===== src/rtl/cpu_pkg.sv =====
// Shared CPU datapath constants and the register-write qualification helper.
package cpu_pkg;
    localparam int DATA_W = 32;
    localparam int REG_AW = 5;
    localparam int NREGS  = 1 << REG_AW;
    localparam logic [REG_AW-1:0] REG_ZERO = 5'd0;

    typedef logic [DATA_W-1:0] word_t;
    typedef logic [REG_AW-1:0] regno_t;

    // A write only takes effect when enabled and not aimed at the hardwired zero register.
    function automatic logic wr_hit(input logic we, input regno_t rd);
        return we && (rd != REG_ZERO);
    endfunction
endpackage


===== src/rtl/regfile_core.sv =====
// 32x32 register array: two combinational read ports, one write port on the rising edge.
// Reads are zero-latency; writes land at the edge; no backpressure, every write is accepted.
module regfile_core
    import cpu_pkg::*;
(
    input  logic              clk,
    input  logic              clrn,
    input  logic              we,
    input  logic [REG_AW-1:0] wa,
    input  logic [DATA_W-1:0] wd,
    input  logic [REG_AW-1:0] ra,
    input  logic [REG_AW-1:0] rb,
    output logic [DATA_W-1:0] da,
    output logic [DATA_W-1:0] db
);

    word_t regs [NREGS];

    // Reset wins over a coincident write, so that write is dropped.
    always_ff @(posedge clk) begin
        if (clrn) begin
            for (int i = 0; i < NREGS; i++) begin
                regs[i] <= '0;
            end
        end else if (wr_hit(we, wa)) begin
            regs[wa] <= wd;
        end
    end

    assign da = (ra == REG_ZERO) ? '0 : regs[ra];
    assign db = (rb == REG_ZERO) ? '0 : regs[rb];

endmodule


===== src/rtl/wb_regfile.sv =====
// Writeback stage register file: source mux, optional write-through bypass, commit counter.
// Reads and wbdata are zero-latency; commits land at the rising edge; no backpressure.
module wb_regfile
    import cpu_pkg::*;
#(
    parameter int BYPASS   = 1,
    parameter int COUNT_EN = 1
) (
    input  logic        clk,
    input  logic        clrn,
    input  logic        wwreg,
    input  logic        wm2reg,
    input  logic [4:0]  wrd,
    input  logic [31:0] wresult,
    input  logic [31:0] wdataout,
    input  logic [4:0]  rs,
    input  logic [4:0]  rt,
    output logic [31:0] qa,
    output logic [31:0] qb,
    output logic [31:0] wbdata,
    output logic [31:0] wcount
);

    word_t arr_qa;
    word_t arr_qb;
    word_t cnt_q;
    logic  wr_live;

    assign wbdata  = wm2reg ? wdataout : wresult;
    assign wr_live = wr_hit(wwreg, wrd);

    regfile_core u_core (
        .clk  (clk),
        .clrn (clrn),
        .we   (wwreg),
        .wa   (wrd),
        .wd   (wbdata),
        .ra   (rs),
        .rb   (rt),
        .da   (arr_qa),
        .db   (arr_qb)
    );

    // Bypass ignores clrn on purpose: it is a pure forwarding path with no state.
    always_comb begin
        qa = arr_qa;
        qb = arr_qb;
        if (BYPASS != 0 && wr_live) begin
            if (rs == wrd) qa = wbdata;
            if (rt == wrd) qb = wbdata;
        end
    end

    always_ff @(posedge clk) begin
        if (clrn) begin
            cnt_q <= '0;
        end else if (COUNT_EN != 0 && wr_live) begin
            cnt_q <= cnt_q + 32'd1;
        end
    end

    assign wcount = (COUNT_EN != 0) ? cnt_q : '0;

endmodule


===== config.mk =====
export PLATFORM = sky130hd
export DESIGN_NAME = wb_regfile
export DESIGN_NICKNAME = d
export VERILOG_FILES = /design/src/rtl/cpu_pkg.sv /design/src/rtl/regfile_core.sv /design/src/rtl/wb_regfile.sv
export SDC_FILE = /design/constraint.sdc
export NUM_CORES = 2
export LEC_CHECK = 0
export BUFFER_PORTS_ARGS = -buffer_cell sky130_fd_sc_hd__clkbuf_2
export CORE_MARGIN = 5
export CORE_UTILIZATION = 37
export CTS_BUF_LIST = sky130_fd_sc_hd__clkbuf_8
export CTS_CLUSTER_SIZE = 20
export DETAILED_ROUTE_END_ITERATION = 8
export PLACE_DENSITY_LB_ADDON = 0.08
export SKIP_LAST_GASP = 1
export SLEW_MARGIN = 25
export SYNTH_ARGS = -nofsm -noshare
export SYNTH_HDL_FRONTEND = slang
export SYNTH_SLANG_ARGS = --single-unit

===== constraint.sdc =====
create_clock -name clk -period 3.4 [get_ports clk]
set_input_delay 0.68 -clock clk [delete_from_list [all_inputs] [get_ports clk]]
set_output_delay 0.68 -clock clk [all_outputs]
set_load 0.01 [all_outputs]

==> flow_summary_export.csv <==
group,metric,value,unit
timing,finalCritPeriodShare,103,%
clocking,clock-sinks,1056,
timing,hold_viol,0,
route,wl_per_cell,33.2,um
place,gp_congestion,0.845,
timing,finalCriticalPeriod,3.50,ns
floorplanning,die_w,397,um
setup_path,startpoint_type,"input pin",
timing,fin_skew,0.0107,ns
hold_path,hp-start,"clrn",
route,via_per_inst,5.90,
route,dr_wl_met3,18200,um
place,place_ws,-0.465,ns
synthesis,synth_edf_count,1024,
global_route,grt_max_degree,89,
setup_path,crit_arrival,2.82,ns
synthesis,syn_inst,4319,
synthesis,yosysSeqAreaShare,56.7,%
route,drt_iter0_markers,4636,
setup_path,cp-end-kind,"output pin",
synthesis,ys_ff_latch,1056,
timing,relSlewSlack,43.5,%
pwr,power.density,472,nW/um^2
timing,rsz0062_at_grt,"yes",
clocking,cts_buffers,192,
global_route,grtUsageTotal,29.0,%
place,postPlaceCellArea,63300,um^2
route,drt-total-wl,235000,um
layout,final_area,69800,um^2
route,drc,0,
route,ant_nets,0,
job,maxCapViolCount,0,
setup_path,r2r_slack,1.43,ns
clocking,clockRootBuffer,"clkbuf_8",
timing,fmax,286,MHz
layout,syn2layout_area_growth,26.1,%
setup_path,worstRegToRegCells,5,
timing,finalMaxSlewViolations,0,
place,port_buffers,210,
hold_path,holdPathStages,1,
clocking,cts.path.max_buffers,3,
synthesis,ys_types,55,
synthesis,synthTopCellsByArea,"edfxtp_1, mux4_2, mux2i_1",
run_status,status,"complete, but fails checks",
floorplanning,ios,211,
layout,num-nets-final,4976,
clocking,path_clk_slew,0.06,ns
synthesis,syn_area,55400,um^2
floorplanning,die_area,158000,um^2
synthesis,ys.warnings.count,0,
setup_path,r2r-end,"wcount[31]$_SDFFE_PP0P_",
route,wl_met1,98900,um
hold_path,hold_path_end,"u_core.regs[0][6]$_SDFFCE_PN0P_",
layout,drive_gt1_share,35.6,%
setup_path,cp.required,2.72,ns
setup_path,crit_fanout,5,
synthesis,yosysTopAreaCell,"edfxtp_1",
route,route.met2.wl,109000,um
hold_path,worstHoldPathType,"input pin to flop",
global_route,antenna_found_initial,2,
synthesis,synth_top_area_share,55.5,%
global_route,grt_pass1_wl,324000,um
clocking,clkLatencyLatePin,0.90,ns
route,vias,41700,
clocking,htree_levels,4,
synthesis,synth_flop_cell,"edfxtp_1",
global_route,grt-ovfl-total,0,
global_route,grt_pass1_vias,42300,
place,dp_hpwl,148000,um
setup_path,worstReg2RegStart,"wcount[14]$_SDFFE_PP0P_",
synthesis,synthArstFlopShare,0,%
timing,setup_viol,12,
run_status,violations,"negative setup slack",
route,dr.pass1.iters,5,
setup_path,crit_type,"input pin to output pin",
setup_path,worstSetupStartpoint,"wrd[3]",
floorplanning,initial_core_util,37.1,%
route,top_layer,"met4",
synthesis,syn_avg_cell_area,12.8,um^2
pwr,ir_worst_vdd,0.297,mV
clocking,cts_tree,"yes",
floorplanning,core_area,149000,um^2
timing,worstMarginPinSlew,0.830,ns
floorplanning,num_rows,142,
floorplanning,die_h,397,um
layout,fin_util,46.7,%
pwr,power_leakage,26.6,nW
timing,timing.final.ws_setup,-0.0987,ns
layout,n_fill_cell,13600,
[layer usage]
layer	vias to the layer above	track usage (%)
met5	-	0
met4	0	9.84
met3	428	4.90
met2	2089	46.4
met1	21700	40.1
li1	17500	-
[synthesized netlist by cell type (4+ instances only)]
cell type / number
o21ai_0: 6
xnor2_1: 23
mux2i_1: 502
edfxtp_1: 1024
nand2b_1: 36
a21oi_1: 69
dfxtp_1: 32
nor3_1: 8
nand3_1: 41
or3_1: 6
a22oi_1: 44
buf_1: 17
nor2b_1: 8
mux2_2: 156
and3_1: 31
nand4_1: 23
o22ai_1: 95
and4_1: 4
xor2_1: 12
nor2_1: 1030
clkbuf_1: 289
a22o_1: 51
inv_1: 39
nor4_1: 15
o221ai_1: 62
a221oi_1: 79
o211a_1: 17
and2_1: 4
mux4_2: 259
buf_4: 29
buf_2: 104
buf_6: 6
nand2_1: 167
[state kept, by name, summed over array words and instances, names as in the netlist]
name	count
u_core.regs	1024
wcount	32
[per-stage QoR]
stage	setup TNS (ns)	hold WS, ns	std cells	power (mW)
floorplan	0	0.511	4350	18.1
global placement	-13.52	0.485	6671	20.9
detailed placement	-12.90	0.501	6671	20.9
CTS	-1.72	0.127	7043	32.9
global route	-1.83	0.144	7068	34.0
finish	-0.425	0.222	7070	32.9
[cell usage in the layout, fill, tap and decap left out, drive strengths merged, types with 23 or more instances in the layout]
| master | n |
|---|---|
| a21oi | 69 |
| a221oi | 80 |
| a22o | 51 |
| a22oi | 44 |
| and3 | 31 |
| buf | 619 |
| clkbuf | 373 |
| clkinv | 72 |
| conb | 32 |
| dfxtp | 32 |
| edfxtp | 1024 |
| inv | 110 |
| mux2 | 156 |
| mux2i | 502 |
| mux4 | 259 |
| nand2 | 167 |
| nand2b | 36 |
| nand3 | 41 |
| nand4 | 23 |
| nor2 | 1030 |
| o221ai | 62 |
| o22ai | 95 |
| xnor2 | 23 |
[critical path: stages]
cell and delay, ns:
clkbuf_2 0.09, or3_4 0.43, o21a_4 0.25, buf_4 0.14
a31oi_4 0.15, buf_4 0.15, buf_12 0.15, buf_12 0.13
o221ai_1 0.18, o22ai_4 0.26, clkbuf_2 0.18
[where the power goes]
group / internal, mW / leakage [nW] / switching (mW)
Combinational: 2.53 / 14.5 / 3.46
Sequential: 15.0 / 10.0 / 0.366
Clock: 5.93 / 2.08 / 5.68
Total: 23.4 / 26.6 / 9.50
[cells by family (layout without fill, tap and decap cells)]
logic type,count (synthesis),after routing,synth area share [%]
AO/OA/AOI/OAI,434,434,5.88
XOR/XNOR,35,35,0.553
adder cells (fa/ha/maj),1,1,0.0226
buffers and inverters,486,1187,3.84
flip-flops,1056,1056,56.7
multiplexers,917,917,22.8
other,1,35,0.00677
AND/OR/NAND/NOR,1389,1389,10.3
[how the worst max path moves through the flow]
stage	end	slack [ns]	depth (start not counted)
final	qa[19]	-0.1	11
after global routing	qa[12]	-0.15	6
after CTS	qa[12]	-0.14	6
after detailed placement	qa[16]	-0.47	9
after global placement	qa[16]	-0.49	9
after floorplan	qb[14]	0.46	8
[repair_timing]
item / in CTS / in global routing
buffers inserted: 36 / 22
gates cloned: 0 / 5
endpoints found under the setup margin: 64 / 61
gates resized for setup: 296 / 145
hold buffers: 0 / 0
pin swaps: 60 / 55
[area by class of cell]
type	count	area (um^2)	area share [%]
flip-flops and latches	1056	31400	45.0
multi-input cells	2808	24700	35.4
repair buffers	794	7440	10.7
clock buffers	198	2730	3.90
well taps	2016	2520	3.61
clock inverters	155	855	1.22
inverters	40	150	0.215
diodes	3	7.51	0.0108
(Power assumes the default switching activity.)
